### src/rtl/temperature_scan_scheduler.sv
// Round-robin scheduler sharing one temperature range checker across NUM_CH channels, with debounced per-channel alarms.
// Optional build macro TEMP_ALARM_LATCH_EN: alarms latch until alarm_ack instead of auto-clearing.
module temperature_scan_scheduler #(
  parameter int          CH_W    = 2,
  parameter logic [7:0]  LOW     = 8'd35,
  parameter logic [7:0]  HIGH    = 8'd39,
  parameter int          PERSIST = 3
) (
  input  logic                      clk,
  input  logic                      rst_n,
  input  logic [2**CH_W-1:0]        req,
  input  logic [8*(2**CH_W)-1:0]    temp_bus,
  output logic [2**CH_W-1:0]        gnt,
  output logic                      result_valid,
  output logic [CH_W-1:0]           result_ch,
  output logic                      result_abn,
  output logic [2**CH_W-1:0]        alarm,
  input  logic [2**CH_W-1:0]        alarm_ack,
  output logic                      any_alarm
);

  localparam int         NUM_CH    = 2**CH_W;
  localparam logic [4:0] PERSIST_M = 5'(PERSIST);

  typedef enum logic [1:0] {IDLE, EVAL, UPDATE} state_t;

  state_t          state;
  logic [CH_W-1:0] ptr;
  logic [CH_W-1:0] idx;
  logic [7:0]      sample;
  logic [3:0]      cnt [NUM_CH];

  logic            gnt_any;
  logic [CH_W-1:0] gnt_idx;
  logic [CH_W-1:0] cand;

  logic            hit;
  logic            set_ev;
  logic [3:0]      upd_cnt;
  logic            upd_alarm;

  // Round-robin search starting just after the last granted channel; held off while in reset.
  always_comb begin
    gnt     = '0;
    gnt_any = 1'b0;
    gnt_idx = '0;
    cand    = '0;
    if (state == IDLE && rst_n) begin
      for (int k = 1; k <= NUM_CH; k++) begin
        cand = ptr + CH_W'(k);
        if (!gnt_any && req[cand]) begin
          gnt_any = 1'b1;
          gnt_idx = cand;
        end
      end
    end
    if (gnt_any) gnt[gnt_idx] = 1'b1;
  end

  // Next counter/alarm for the channel being updated: count samples that disagree with the current alarm.
  always_comb begin
    upd_cnt   = cnt[idx];
    upd_alarm = alarm[idx];
    set_ev    = 1'b0;
    hit       = (({1'b0, cnt[idx]} + 5'd1) == PERSIST_M);
    if (result_abn != alarm[idx]) begin
      if (hit) begin
        upd_cnt = 4'd0;
        if (!alarm[idx]) begin
          set_ev    = 1'b1;
          upd_alarm = 1'b1;
        end else begin
`ifdef TEMP_ALARM_LATCH_EN
          upd_alarm = 1'b1;
`else
          upd_alarm = 1'b0;
`endif
        end
      end else begin
        upd_cnt = cnt[idx] + 4'd1;
      end
    end else begin
      upd_cnt = 4'd0;
    end
  end

  always_ff @(posedge clk or negedge rst_n) begin
    if (!rst_n) begin
      state        <= IDLE;
      ptr          <= CH_W'(NUM_CH - 1);
      idx          <= '0;
      sample       <= '0;
      result_valid <= 1'b0;
      result_ch    <= '0;
      result_abn   <= 1'b0;
      alarm        <= '0;
      for (int i = 0; i < NUM_CH; i++) cnt[i] <= 4'd0;
    end else begin
      result_valid <= 1'b0;
      case (state)
        IDLE: begin
          if (gnt_any) begin
            idx    <= gnt_idx;
            ptr    <= gnt_idx;
            sample <= temp_bus[{gnt_idx, 3'b000} +: 8];
            state  <= EVAL;
          end
        end
        EVAL: begin
          result_abn   <= (sample > HIGH) || (sample < LOW);
          result_ch    <= idx;
          result_valid <= 1'b1;
          state        <= UPDATE;
        end
        UPDATE:  state <= IDLE;
        default: state <= IDLE;
      endcase

      for (int i = 0; i < NUM_CH; i++) begin
        if (state == UPDATE && idx == CH_W'(i)) begin
`ifdef TEMP_ALARM_LATCH_EN
          if (!set_ev && alarm_ack[i]) begin
            alarm[i] <= 1'b0;
            cnt[i]   <= 4'd0;
          end else begin
            alarm[i] <= upd_alarm;
            cnt[i]   <= upd_cnt;
          end
`else
          alarm[i] <= upd_alarm;
          cnt[i]   <= upd_cnt;
`endif
        end
`ifdef TEMP_ALARM_LATCH_EN
        else if (alarm_ack[i]) begin
          alarm[i] <= 1'b0;
          cnt[i]   <= 4'd0;
        end
`endif
      end
    end
  end

`ifndef TEMP_ALARM_LATCH_EN
  logic unused_ack;
  assign unused_ack = ^alarm_ack;
`endif

  assign any_alarm = |alarm;

endmodule

### config.mk
export PLATFORM = sky130hd
export DESIGN_NAME = temperature_scan_scheduler
export DESIGN_NICKNAME = d
export VERILOG_FILES = /design/src/rtl/temperature_scan_scheduler.sv
export SDC_FILE = /design/constraint.sdc
export NUM_CORES = 1
export LEC_CHECK = 0
export ABC_AREA = 1
export BUFFER_PORTS_ARGS = -buffer_cell sky130_fd_sc_hd__clkbuf_2
export CELL_PAD_IN_SITES_DETAIL_PLACEMENT = 0
export CELL_PAD_IN_SITES_GLOBAL_PLACEMENT = 1
export CORE_ASPECT_RATIO = 1.75
export CORE_MARGIN = 3
export CORE_UTILIZATION = 38
export DETAILED_ROUTE_END_ITERATION = 10
export GPL_ROUTABILITY_DRIVEN = 0
export PLACE_DENSITY_LB_ADDON = 0.08
export SKIP_CTS_REPAIR_TIMING = 1
export SYNTH_ARGS = -nofsm -noshare
export SYNTH_HDL_FRONTEND = slang
export SYNTH_SLANG_ARGS = --single-unit
### constraint.sdc
create_clock -name clk -period 2.6 [get_ports clk]
set_input_delay 0.65 -clock clk [delete_from_list [all_inputs] [get_ports clk]]
set_output_delay 0.65 -clock clk [all_outputs]
set_load 0.02 [all_outputs]
[Yosys cells after proc, flatten, opt, wreduce, memory -nomap -nowiden]
Cells that the tools add are included.
Storage, ports and cells
  ROM bits: 0
  bits in latches: 0
  logic and storage cells: 94
  output and inout port bits: 13
  bits in writable memories: 0
  bits in registers: 38
  input port bits: 42
  memories kept: 0
Cells by class
  bitwise gates (word level): 1
  magnitude comparators: 10
  divide/modulo/power cells: 0
  equality and inequality tests: 8
  muxes and demuxes: 37
  add/sub/neg operators: 5
  reductions and logical operators: 17
  shifts and indexed selects: 1
  multiply operators: 0
Operators by type and width (count)
  $shiftx 32x6->8: 1
  $mux 4: 5
  $lt 2x3->1 const B: 6
  $mux 1: 18
  $mux 2: 6
  $bmux 1 s2: 5
  $logic_and 1x1->1: 9
  $bmux 4 s2: 1
  $gt 8x6->1 const B: 1
  $lt 8x6->1 const B: 1
  $eq 2x2->1 const B: 3
  $add 4x1->5 const B: 1
  $eq 5x2->1 const B: 1
  $add 2x2->2 const B: 2
  $add 4x1->4 const B: 1
  $eq 2x1->1 const B: 2
  $logic_not 2->1: 2
  $pmux 2 s2: 1
  $reduce_or 4->1: 1
  $ge 3x3->1 const B: 1
  $logic_not 1->1: 3
  $not 2->3: 1
  $add 2x1->2 const B: 1
  $demux 1 s2: 1
  5 further kinds: 5

[Depth between registers and ports, before layout]
Gate-level depths: netlist of run 1.
  depth in word-level cells: 22
  depth in mapped cells: 20
  mapped depth without buffers: 17

[Worst setup path after synthesis of run 1]
No wires, ideal clock.
  path type: input to output
  start: input rst_n
  end: output gnt[2]
  required time: 1950 ps
  path buffers: 1
  stages: 6
  data arrival time: 1884 ps
  slack: 66 ps
  path through: nor3b_1 -> nand2_1 -> nor2_4 -> inv_2 -> buf_2 -> nor2_1
Between the ends
  cells in the longest elaborated chain, start to end: 7
  elaborated cells on any way between the ends: 9
RTL lines
  start: declaration: RTL line 10  | input logic rst_n,
  $logic_and 1x1->1 (*): RTL line 48  | if (state == IDLE && rst_n) begin
  $mux 2: RTL line 48
  $lt 2x3->1 (implied by the code) or $ge 2x1->1 (tied branches): RTL line 57  | if (gnt_any) gnt[gnt_idx] = 1'b1;
  $logic_and 1x1->1 (implied by the code): RTL line 57
  $mux 1 (implied by the code): RTL line 57
  $demux 1 s2: RTL line 57
  $mux 4 (*): RTL line 57
  end: declaration: RTL line 13  | output logic [2**CH_W-1:0] gnt,
Every way passes the cells marked *; elsewhere a longest branch is shown, timed or not.

[Worst setup path in the final report of run 1]
  start: register ptr[0]
  end: output gnt[0]
Between the ends
  cells in the longest elaborated chain, start to end: 22
  elaborated cells on any way between the ends: 36
RTL lines
  start: declaration: RTL line 28  | logic [CH_W-1:0] ptr;
  start signal: assignment: RTL line 90  | ptr <= CH_W'(NUM_CH - 1);
  start signal: assignment: RTL line 104  | ptr <= gnt_idx;
  $add 2x1->2: RTL line 50  | cand = ptr + CH_W'(k);
  $bmux 1 s2: RTL line 51  | if (!gnt_any && req[cand]) begin
  $mux 1 (implied by the code): RTL line 51
  $mux 1: RTL line 51
  $mux 1: RTL line 48
  $logic_not 1->1: RTL line 51
  $logic_and 1x1->1: RTL line 51
  $mux 1: RTL line 51
  (+6 left out)
  $logic_and 1x1->1: RTL line 51
  $mux 2: RTL line 51
  $mux 2: RTL line 48
  $lt 2x3->1 (implied by the code) or $ge 2x1->1 (tied branches): RTL line 57
  $logic_and 1x1->1 (implied by the code): RTL line 57
  $mux 1 (implied by the code): RTL line 57
  $demux 1 s2: RTL line 57
  $mux 4 (*): RTL line 57
Every way passes the cells marked *; elsewhere a longest branch is shown, timed or not. The select of a mux whose other input is x is not followed.

==> results of run 1 <==
state kept, by name, summed over array words and instances (netlist names):
name          cells
alarm             4
sample            8
idx               2
result_valid      1
ptr               2
state             2
result_ch         2
cnt              16
result_abn        1
cell type report:
cell class	count	area [sq um]
multi-input combinational	264	1300
tap	78	97.6
inverter	30	126
clock inverter	2	12.5
timing repair buffer	65	384
fill	635	3020
clock buffer	6	82.6
sequential	38	953
power by group through the flow:
stage | combinational [mW] | sequential, mW | clock (mW)
finish | 2.35 | 1.00 | 0.425
global route | 2.67 | 1.04 | 0.470
CTS | 2.18 | 1.01 | 0.442
global placement | 2.17 | 1.01 | 0
floorplan | 1.66 | 1.01 | 0
detailed placement | 2.17 | 1.02 | 0
worst paths after layout:
| kind | end | depth (start not counted) | start |
|---|---|---|---|
| worst min-delay path | result_valid | 2 | rst_n |
| max in group asynchronous | ptr[1] | 2 | rst_n |
| worst max register to register | alarm[2] | 11 | idx[0] |
| min in group clk | sample[3] | 2 | sample[3] |
| worst min register to register | sample[3] | 2 | sample[3] |
| worst max-delay path | gnt[0] | 12 | ptr[0] |
critical path: cells and delay by family, from the launching register on:
family          cells  cell delay [ns]
compound gates      2             0.24
buf+inv             4             0.39
flops               1             0.65
simple gates        6             0.45
logic make-up (layout without fill, tap and decap cells):
family	after synthesis	count (layout)
DFF	38	38
xor gates and xnor gates	3	3
and+or+nand+nor	228	228
adders and majority gates	2	2
AOI/OAI and AO/OA	31	31
buffers and inverters	37	103
per-layer routing:
layer  vias up  track usage (%)
met3         7             2.43
met2        42             31.7
met5         -                0
li1       1193                -
met1       965             20.5
met4         0             7.48
placed cells by master (no fill, tap or decap), types with 2 or more instances in the layout:
cell	instances
a21oi_1	3
a22oi_1	2
buf_4	16
buf_6	3
clkbuf_2	46
clkbuf_8	6
clkinv_2	2
dfrtp_1	36
dfstp_2	2
ha_1	2
inv_1	23
inv_2	2
inv_4	3
nand2_1	153
nand2_2	23
nand2_4	5
nand3_1	13
nand3_2	2
nand4_1	10
nor2_1	9
nor2_2	3
nor2_4	4
nor3_1	2
o21ai_0	20
o21ai_1	2
xor2_1	2
stage by stage:
| stage | std cells | setup WS, ns | power (mW) |
|---|---|---|---|
| after global routing | 483 | -0.242 | 4.18 |
| after CTS | 479 | -0.227 | 3.63 |
| after detailed placement | 471 | 0.0608 | 3.19 |
| after floorplan | 339 | 0.0664 | 2.67 |
| after global placement | 471 | 0.0639 | 3.18 |
| final | 483 | -0.0972 | 3.78 |
==> out/qor.txt, run 1 <==
================================================================================
Clock buffers created by TritonCTS                                             5
Worst-Skew Late Latency                                                  0.30 ns
Setup TNS                                                              -0.335 ns
Post-synthesis cell count                                                    339
Antenna diode instance count                                                   0
Synthesized Nets                                                             383
Share of the synthesized netlist area taken by xor and xnor gates          1.42%
Most common flop cell mapped by yosys                                    dfrtp_1
Wire length of the first global-routing pass                             10.3 mm
Count of unique library cells instantiated by Yosys                           34
Antenna-violating nets left                                                    0
Portion of total power attributed to sequential cells                      26.6%
Static Leakage                                                           1.61 nW
Highest net fanout along the worst path                                        7
Violations in the final reports                                     setup timing
WL per Instance                                                          12.1 um
Areal power density over the cells                                  1280 mW/mm^2
Final hold viol count                                                          0
Leading cell type by number of instances after synthesis                 nand2_1
Final setup violation count                                                    4
Adder and majority cell fraction of the synthesized area                   1.05%
Post-synthesis cell type with the largest combined area                  dfrtp_1
Clock Sink Count                                                              38
Category of the most critical setup path                              reg -> out
Final standard cell area without fillers                            0.00296 sq mm
# nets final                                                                 448
Clock tree skew after final layout                                    0.00388 ns
Setup slack of the worst register-to-register path                       0.40 ns
VDD IR-drop max                                                           581 uV
Die Area                                                            0.00730 sq mm
Share of power burned in the clock network                                 11.3%
Number of warnings printed during yosys synthesis                              0
Highest metal layer with signal wires                                       met4
Number of iterations in the first detailed-routing pass                        4
Core utilization of the finished layout                                    49.5%
HP Class                                                             in -> async
Share of Yosys cell area claimed by the top area cell type                 37.8%
Core region area                                                    0.00597 sq mm
Crit start category                                                     register
Overflow left after global routing                                             0
Minimum setup slack in the final design                               -0.0972 ns
CTS Root Cell                                                           clkbuf_8
Part of the cycle the worst path needs                                      104%
Routed via count divided by cell count                                      4.57
Simple-gate share of the synthesized area                                  42.4%
Starting density of the core                                               40.0%
Number of violations of the max-capacitance limit                              0
Die boundary width                                                       65.9 um
Required @ worst endpoint                                                1.95 ns
Maximum single-stage delay on the critical path                          0.65 ns
Mux contribution to synthesized area                                          0%
Proportion of power drawn by combinational gates                           62.2%
Synth-to-Final Area Change                                                 23.9%
Number of remaining DRC errors                                                 0
Die Height                                                                111 um
Top cells by area in the synthesized netlist                        dfrtp_1 (38%), nand2_1 (25%), nand2_2 (4.5%)
Mean post-synth cell area                                             7.04 sq um
Switching power share of the total                                         49.9%
Arrival time of the worst setup path                                     2.05 ns
Sequential share of the synthesized area                                   40.0%
Synth async-reset ratio                                                     100%
Unrepaired setup endpoints after global routing                              yes
Cell Int Power                                                           1.89 mW
Post-synth EDFFs                                                               0
Initial antenna violation count                                                0
Proportion of layout cells with a drive suffix above 1                     30.4%
Clock buffer depth                                                             2
Kind of end point of the critical path                                output pin
Area fraction in compound gates after synthesis                            6.87%
I/O pins                                                                      55
Detailed-route wire length                                               5.86 mm
Worst Max-Slew Pin Slew                                                 0.477 ns
Post-synth design cell area                                         0.00239 sq mm
Max frequency                                                          0.371 GHz
Dominant combinational cell family by area after synthesis          simple AND/OR/NAND/NOR gates
Global-route total usage across every layer                                17.8%
Outcome                                                             finished, violations left
Final worst path period need                                             2.70 ns
Power spent charging and discharging nets                                1.89 mW
Cells along the critical path                                       buf_6 -> nand2_1 -> nand2_2 -> nand2_1 -> nand2_4 -> o21ai_2 -> a21boi_2 -> nor2_4 -> inv_4 -> nand3_1 -> inv_1 -> buf_6
Number of pins exceeding their max-slew limit in the final report              0
Placed cell areas                                                   0.00274 sq mm
Most used standard cells in the synthesized netlist                 nand2_1 (161), dfrtp_1 (36), inv_1 (23)
Via count of the first global-routing pass                                  2196
DR vias                                                                     2207
Count of H-tree levels built during CTS                                        2
Clock transition at the registers of the reported paths                  0.07 ns
Metal-1 WL                                                               2.29 mm
CTS tree                                                                    done
Flip-flop and latch count after synthesis                                     38
Met3 WL post-DR                                                           185 um
Initial DRC Count                                                            125
Std-Cell Rows                                                                 37
Worst hold slack after final layout                                     0.421 ns
Port buffer count                                                             50
Met2 wire len                                                            3.28 mm
Highest-delay cell along the critical path                               dfstp_2
Pin count of the biggest net entering global routing                          39
Max transition margin                                                      68.2%
Detailed placer's ending HPWL                                            4.67 mm
================================================================================
No activity file was read; power rests on OpenSTA's default activity.
==> run 2: changes to the inputs <==
--- a/config.mk
+++ b/config.mk
@@ -11,7 +11,7 @@
 export CELL_PAD_IN_SITES_GLOBAL_PLACEMENT = 1
 export CORE_ASPECT_RATIO = 1.75
 export CORE_MARGIN = 3
-export CORE_UTILIZATION = 38
+export CORE_UTILIZATION = 41
 export DETAILED_ROUTE_END_ITERATION = 10
 export GPL_ROUTABILITY_DRIVEN = 0
 export PLACE_DENSITY_LB_ADDON = 0.08
==> constraint.sdc (replaced) <==
create_clock -name clk -period 3.34 [get_ports clk]
set_input_delay 0.835 -clock clk [delete_from_list [all_inputs] [get_ports clk]]
set_output_delay 0.835 -clock clk [all_outputs]
set_load 0.02 [all_outputs]
==> out/qor.txt, run 2 (synthesis gave the netlist of run 1 again) <==
================================================================================
Wire length of the first global-routing pass                             9.85 mm   -4.0%
# nets final                                                                 437   -2.5%
Portion of total power attributed to sequential cells                      29.0%   +2.4 points
Std-Cell Rows                                                                 36   -2.7%
Cell Int Power                                                           1.32 mW   -30%
Setup slack of the worst register-to-register path                       1.06 ns   +0.66 ns
Global-route total usage across every layer                                18.1%   +0.23 points
Count of placed standard cells including taps                                462   -1.9%
WL per Instance                                                          12.1 um   -0.16%
Setup TNS                                                                   0 ns   +0.335 ns
Synth-to-Final Area Change                                                 16.6%
Proportion of power drawn by combinational gates                           58.9%   -3.3 points
CTS tree                                                                    done
Number of standard cells in the final layout excluding fillers               470   -2.7%
Antenna diode instance count                                                   0   unchanged
Final hold viol count                                                          0   unchanged
Initial antenna violation count                                                0   unchanged
Required @ worst endpoint                                                2.50 ns   +0.55 ns
Max frequency                                                          0.323 GHz
Outcome                                                             finished clean
Arrival time of the worst setup path                                     2.26 ns   +0.21 ns
Largest delay contributor family on the critical path               simple AND/OR/NAND/NOR gates
DR vias                                                                     2217   +0.45%
Overall power                                                            2.70 mW   -29%
Number of pins exceeding their max-slew limit in the final report              0   unchanged
Die Height                                                                107 um   -3.5%
Count of H-tree levels built during CTS                                        2   unchanged
Number of iterations in the first detailed-routing pass                        4   unchanged
Highest-delay cell along the critical path                               dfstp_2
Proportion of layout cells with a drive suffix above 1                     24.6%   -5.8 points
Unrepaired setup endpoints after global routing                               no
Die Area                                                            0.00681 sq mm   -6.8%
Clock buffers created by TritonCTS                                             5   unchanged
Max reg flops                                                                 16   unchanged
Category of the most critical setup path                              reg -> out
Part of the cycle the worst path needs                                     92.7%
Placed cell areas                                                   0.00269 sq mm   -2.0%
Switching power share of the total                                         51.2%   +1.3 points
Core region area                                                    0.00559 sq mm   -6.5%
Starting density of the core                                               42.7%   +2.8 points
Maximum single-stage delay on the critical path                          0.65 ns   about the same
Static Leakage                                                           1.55 nW   -4.2%
Final worst path period need                                             3.10 ns
Clock transition at the registers of the reported paths                  0.08 ns   about the same
Largest registers                                                   cnt (16), sample (8), alarm (4)
Most common cell after layout, fill and taps aside                       nand2_1
Clock buffer depth                                                             2   unchanged
I/O pins                                                                      55   unchanged
Buf/Inv on CP                                                                  2   -2
Cells along the critical path                                       inv_6 -> nand2_1 -> nand2_2 -> nand2_2 -> nand2_2 -> nand2_2 -> nand2_1 -> nand2_1 -> nand2_2 -> nor2_4 -> nor2_1 -> clkbuf_2
Cell repeated most along the worst path                                  nand2_2
Final standard cell area without fillers                            0.00278 sq mm   -5.9%
Register name with the most flops                                            cnt
Detailed-route wire length                                               5.70 mm   -2.8%
Antenna-violating nets left                                                    0   unchanged
Number of remaining DRC errors                                                 0   unchanged
Port buffer count                                                             50   unchanged
Number of violations of the max-capacitance limit                              0   unchanged
Commonest cells after routing, fill and taps aside                  nand2_1 (161), clkbuf_2 (50), dfrtp_1 (36)
Initial DRC Count                                                             66   -47%
Crit start category                                                     register
CTS Root Cell                                                           clkbuf_8
Clock tree skew after final layout                                     0.0130 ns   +0.00916 ns
Clock Sink Count                                                              38   unchanged
VDD IR-drop max                                                           417 uV   -28%
Final setup violation count                                                    0   -4
Highest net fanout along the worst path                                       17   +10
Worst-Skew Late Latency                                                  0.29 ns   about the same
Filler Cells Inserted                                                        600   -5.5%
Routed via count divided by cell count                                      4.72   +3.2%
Overflow left after global routing                                             0   unchanged
Via count of the first global-routing pass                                  2191   -0.23%
Power spent charging and discharging nets                                1.38 mW   -27%
Worst Max-Slew Pin Slew                                                 0.481 ns   +0.00408 ns
HP Class                                                              reg -> reg
Die boundary width                                                       63.7 um   -3.4%
Detailed placer's ending HPWL                                            4.56 mm   -2.4%
Kind of end point of the critical path                                output pin
Pin count of the biggest net entering global routing                          39   unchanged
Share of power burned in the clock network                                 12.1%   +0.8 points
Max transition margin                                                      68.0%   -0.27 points
Areal power density over the cells                                   969 mW/mm^2   -24%
================================================================================
[run 2: worst paths after layout]
path / startpoint / end / depth (start not counted)
max in group asynchronous: rst_n / sample[7] / 2
max: ptr[0] / gnt[2] / 12
min in group asynchronous: rst_n / alarm[2] / 2
min: state[1] / state[1] / 1
min reg2reg: state[1] / state[1] / 1
max reg2reg: idx[0] / alarm[0] / 11
[run 2: routing by layer]
| metal | GRT usage (%) | vias to the layer above | routed length, um |
|---|---|---|---|
| met2 | 34.1 | 56 | 3050 |
| met3 | 1.78 | 15 | 206 |
| met5 | 0 | - | 0 |
| met4 | 8.35 | 0 | 191 |
| met1 | 19.7 | 977 | 2250 |
| li1 | - | 1169 | - |
[run 2: metrics by stage]
| step | worst slack, ns | util [%] | hold slack [ns] |
|---|---|---|---|
| final | 0.245 | 49.8 | 0.479 |
| after global routing | 0.0322 | 49.8 | 0.508 |
| after CTS | 0.153 | 49.8 | 0.485 |
| after detailed placement | 0.226 | 48.1 | 0.468 |
| after global placement | 0.209 | 48.1 | 0.455 |
| after floorplan | 0.436 | - | 0.440 |
[run 2: cell type report]
type,count,area (sq um),share of cell area (%)
clock buffer,7,86.3,3.10
clock inverter,1,5.00,0.180
sequential,38,953,34.3
multi-input combinational,264,1230,44.4
tap,76,95.1,3.42
inverter,30,126,4.54
timing repair buffer,54,280,10.1
[run 2: power by group through the flow]
stage / Sequential [mW] / Combinational, mW / Clock [mW]
2_1_floorplan: 0.789 / 1.29 / 0
3_3_place_gp: 0.784 / 1.60 / 0
3_5_place_dp: 0.791 / 1.61 / 0
4_1_cts: 0.783 / 1.61 / 0.335
5_1_grt: 0.809 / 1.83 / 0.351
6_report: 0.782 / 1.59 / 0.325
[run 2: worst reg2reg max path: stages (launching register included)]
cell,delay [ns]
dfrtp_1,0.42
nor2_1,0.38
a22oi_1,0.18
nand3_1,0.15
ha_1,0.18
inv_1,0.05
xor2_1,0.20
and3_1,0.21
nand2_2,0.13
nand2_1,0.17
nand3_1,0.10
nand2_1,0.07
==> run 3: changes to the inputs <==
--- a/config.mk
+++ b/config.mk
@@ -5,13 +5,12 @@
 export SDC_FILE = /design/constraint.sdc
 export NUM_CORES = 1
 export LEC_CHECK = 0
-export ABC_AREA = 1
 export BUFFER_PORTS_ARGS = -buffer_cell sky130_fd_sc_hd__clkbuf_2
 export CELL_PAD_IN_SITES_DETAIL_PLACEMENT = 0
 export CELL_PAD_IN_SITES_GLOBAL_PLACEMENT = 1
 export CORE_ASPECT_RATIO = 1.75
 export CORE_MARGIN = 3
-export CORE_UTILIZATION = 41
+export CORE_UTILIZATION = 42
 export DETAILED_ROUTE_END_ITERATION = 10
 export GPL_ROUTABILITY_DRIVEN = 0
 export PLACE_DENSITY_LB_ADDON = 0.08
==> out/qor.txt, run 3 <==
================================================================================
Top cells by area in the synthesized netlist                        dfrtp_1 (43%), nand2_1 (6.8%), mux4_2 (5.4%)
Detailed-route wire length                                               4.62 mm   -19%
Setup TNS                                                                   0 ns   unchanged
Power spent charging and discharging nets                                 754 uW   -45%
Final hold viol count                                                          0   unchanged
Required @ worst endpoint                                                2.50 ns   about the same
Register name with the most flops                                            cnt
Proportion of power drawn by combinational gates                           41.8%   -17 points
CTS tree                                                                    done
Worst Hold Launch                                                        cnt[14]
Highest-delay cell along the critical path                                 inv_1
Count of H-tree levels built during CTS                                        2   unchanged
Die boundary width                                                       59.5 um   -6.5%
Detailed placer's ending HPWL                                            3.70 mm   -19%
CTS Root Cell                                                           clkbuf_8
Core utilization of the finished layout                                    52.8%   +3.0 points
Crit path launch                                                          req[3]
Max reg flops                                                                 16   unchanged
Buf/Inv on CP                                                                  3   +1
VDD IR-drop max                                                           409 uV   -1.8%
Number of instances on the worst hold path                                     2   +1
Number of warnings printed during yosys synthesis                              0   unchanged
Clock buffer depth                                                             2   unchanged
Arrival time of the worst setup path                                     2.22 ns   -0.04 ns
Highest net fanout along the worst path                                       12   -5
Maximum single-stage delay on the critical path                          0.29 ns   -0.36 ns
Clock transition at the registers of the reported paths                  0.07 ns   about the same
Cell Int Power                                                           1.13 mW   -14%
Number of remaining DRC errors                                                 0   unchanged
Final worst path period need                                             3.06 ns   -0.0392 ns
Sequential share of the synthesized area                                   45.3%   +5.3 points
Max frequency                                                          0.327 GHz   +1.3%
Category of the most critical setup path                               in -> out
Std-Cell Rows                                                                 33   -8.3%
Antenna-violating nets left                                                    0   unchanged
Die Area                                                            0.00593 sq mm   -13%
Metal-1 WL                                                               1.82 mm   -19%
Flip-flop and latch count after synthesis                                     38   unchanged
Setup slack of the worst register-to-register path                       0.77 ns   -0.29 ns
Part of the cycle the worst path needs                                     91.5%   -1.2 points
Pin count of the biggest net entering global routing                          39   unchanged
Switching power share of the total                                         40.1%   -11 points
Startpoint of the worst-slack reg-to-reg timing path                      idx[0]
Number of standard cells in the final layout excluding fillers               328   -30%
Share of power burned in the clock network                                 17.3%   +5.2 points
Count of placed standard cells including taps                                320   -31%
Final setup violation count                                                    0   unchanged
WL per Instance                                                          14.1 um   +16%
I/O pins                                                                      55   unchanged
Wire length of the first global-routing pass                             7.79 mm   -21%
Number of violations of the max-capacitance limit                              0   unchanged
Number of iterations in the first detailed-routing pass                        4   unchanged
Initial DRC Count                                                             49   -26%
Most common cell after layout, fill and taps aside                      clkbuf_2
Filler Cells Inserted                                                        452   -25%
Post-synthesis cell count                                                    222   -35%
Areal power density over the cells                                   751 mW/mm^2   -23%
Clock Sink Count                                                              38   unchanged
Leading cell type by number of instances after synthesis                 nand2_1
Reg-to-reg endpoint                                                     alarm[2]
Worst-Skew Late Latency                                                  0.28 ns   about the same
Starting density of the core                                               44.3%   +1.6 points
HP Class                                                              reg -> reg
Max transition margin                                                      54.9%   -13 points
Largest registers                                                   cnt (16), sample (8), alarm (4)
Worst r2r path cells                                                           6   -5
Cells along the critical path                                       clkbuf_2 -> nor2_1 -> nand2_1 -> nand3_1 -> inv_1 -> nand2_1 -> a21oi_1 -> clkbuf_2
Antenna diode instance count                                                   0   unchanged
Proportion of layout cells with a drive suffix above 1                     28.6%   +4.0 points
Area of all sequential standard cells                                  953 sq um   unchanged
# nets final                                                                 319   -27%
Commonest cells after routing, fill and taps aside                  clkbuf_2 (50), nand2_1 (38), dfrtp_1 (36)
Mean post-synth cell area                                             9.48 sq um   +35%
Core region area                                                    0.00475 sq mm   -15%
Count of unique library cells instantiated by Yosys                           43   +26%
DR vias                                                                     1743   -21%
Global-route total usage across every layer                                17.1%   -0.98 points
Post-synth design cell area                                         0.00210 sq mm   -12%
Portion of total power attributed to sequential cells                      41.0%   +12 points
Largest delay contributor family on the critical path               buffers and inverters
Overflow left after global routing                                             0   unchanged
Most used standard cells in the synthesized netlist                 nand2_1 (38), dfrtp_1 (36), nor2_1 (19)
Synth-to-Final Area Change                                                 19.0%
Routed via count divided by cell count                                      5.31   +13%
Worst Max-Slew Pin Slew                                                 0.665 ns   +0.185 ns
Port buffer count                                                             50   unchanged
Synth async-reset ratio                                                     100%   unchanged
Via count of the first global-routing pass                                  1734   -21%
Number of pins exceeding their max-slew limit in the final report              0   unchanged
Met3 WL post-DR                                                           188 um   -8.7%
Highest metal layer with signal wires                                       met4
Initial antenna violation count                                                0   unchanged
Die Height                                                               99.6 um   -6.8%
Static Leakage                                                           1.22 nW   -21%
Crit start category                                                    input pin
Kind of end point of the critical path                                output pin
Met2 wire len                                                            2.56 mm   -16%
Clock tree skew after final layout                                    0.00625 ns   -0.00678 ns
Post-synthesis cell type with the largest combined area                  dfrtp_1
Unrepaired setup endpoints after global routing                               no
Post-synth EDFFs                                                               0   unchanged
Share of Yosys cell area claimed by the top area cell type                 42.8%   +5.1 points
Hold Path Sink                                                           cnt[14]
Clock buffers created by TritonCTS                                             5   unchanged
Multi-input gate area                                               0.00108 sq mm   -12%
Outcome                                                             finished clean
Most common flop cell mapped by yosys                                    dfrtp_1
Synthesized Nets                                                             266   -31%
================================================================================
[run 3: cell count changes after synthesis, moves of 8 or more]
cell | before | now
inv_1 | 23 | 8
nor2_1 | 11 | 19
mux2i_1 | 0 | 11
nand4_1 | 10 | 0
nand2_1 | 161 | 38
nand2_2 | 17 | 0
a21oi_1 | 3 | 12
nand3_1 | 14 | 4
[run 3: worst max path at each step]
| stage | depth (start not counted) | slack, ns | endpoint |
|---|---|---|---|
| finish | 8 | 0.28 | gnt[2] |
| global route | 8 | 0.12 | gnt[2] |
| CTS | 8 | 0.25 | gnt[2] |
| detailed placement | 8 | 0.24 | gnt[2] |
| global placement | 8 | 0.28 | gnt[2] |
| floorplan | 5 | 0.51 | gnt[1] |
[run 3: worst min-delay path: cells and delay by family (launching register included)]
| kind | cells | cell delay [ns] |
|---|---|---|
| and+or+nand+nor | 1 | 0.05 |
| AOI/OAI and AO/OA | 1 | 0.06 |
| DFF | 1 | 0.34 |
[run 3: logic make-up after synthesis]
group                      Yosys count  share of synthesized area, %
and+or+nand+nor                     84                          18.8
AOI/OAI and AO/OA                   62                          19.1
DFF                                 38                          45.3
buffers and inverters               16                          3.33
muxes                               16                          10.6
xor gates and xnor gates             4                          1.66
adders and majority gates            2                          1.19
[run 3: power by group through the flow]
stage | sequential (mW) | combinational (mW) | clock (mW)
final | 0.770 | 0.785 | 0.325
after global routing | 0.793 | 0.887 | 0.348
after CTS | 0.774 | 0.803 | 0.335
after detailed placement | 0.782 | 0.800 | 0
after global placement | 0.776 | 0.792 | 0
after floorplan | 0.739 | 0.613 | 0
[run 3: through the flow]
step / setup slack, ns / area, sq um / hold slack, ns / power (mW)
global placement: 0.278 / 2410 / 0.460 / 1.57
floorplan: 0.510 / 2100 / 0.445 / 1.35
CTS: 0.248 / 2500 / 0.487 / 1.91
detailed placement: 0.240 / 2410 / 0.470 / 1.58
global route: 0.115 / 2500 / 0.510 / 2.03
finish: 0.284 / 2500 / 0.484 / 1.88
[run 3: metal layers]
metal / global-route usage (%) / up-vias
met5: 0 / -
met2: 30.7 / 41
met3: 2.73 / 5
met4: 5.63 / 0
met1: 19.8 / 801
li1: - / 896
[run 3: final cells by class]
type,instances,share of cell area (%)
Inverter,8,1.20
Timing Repair Buffer,54,11.2
Clock buffer,6,3.30
Clock inverter,2,0.500
Sequential cell,38,38.1
Multi-Input combinational cell,168,43.2
Tap cell,52,2.60
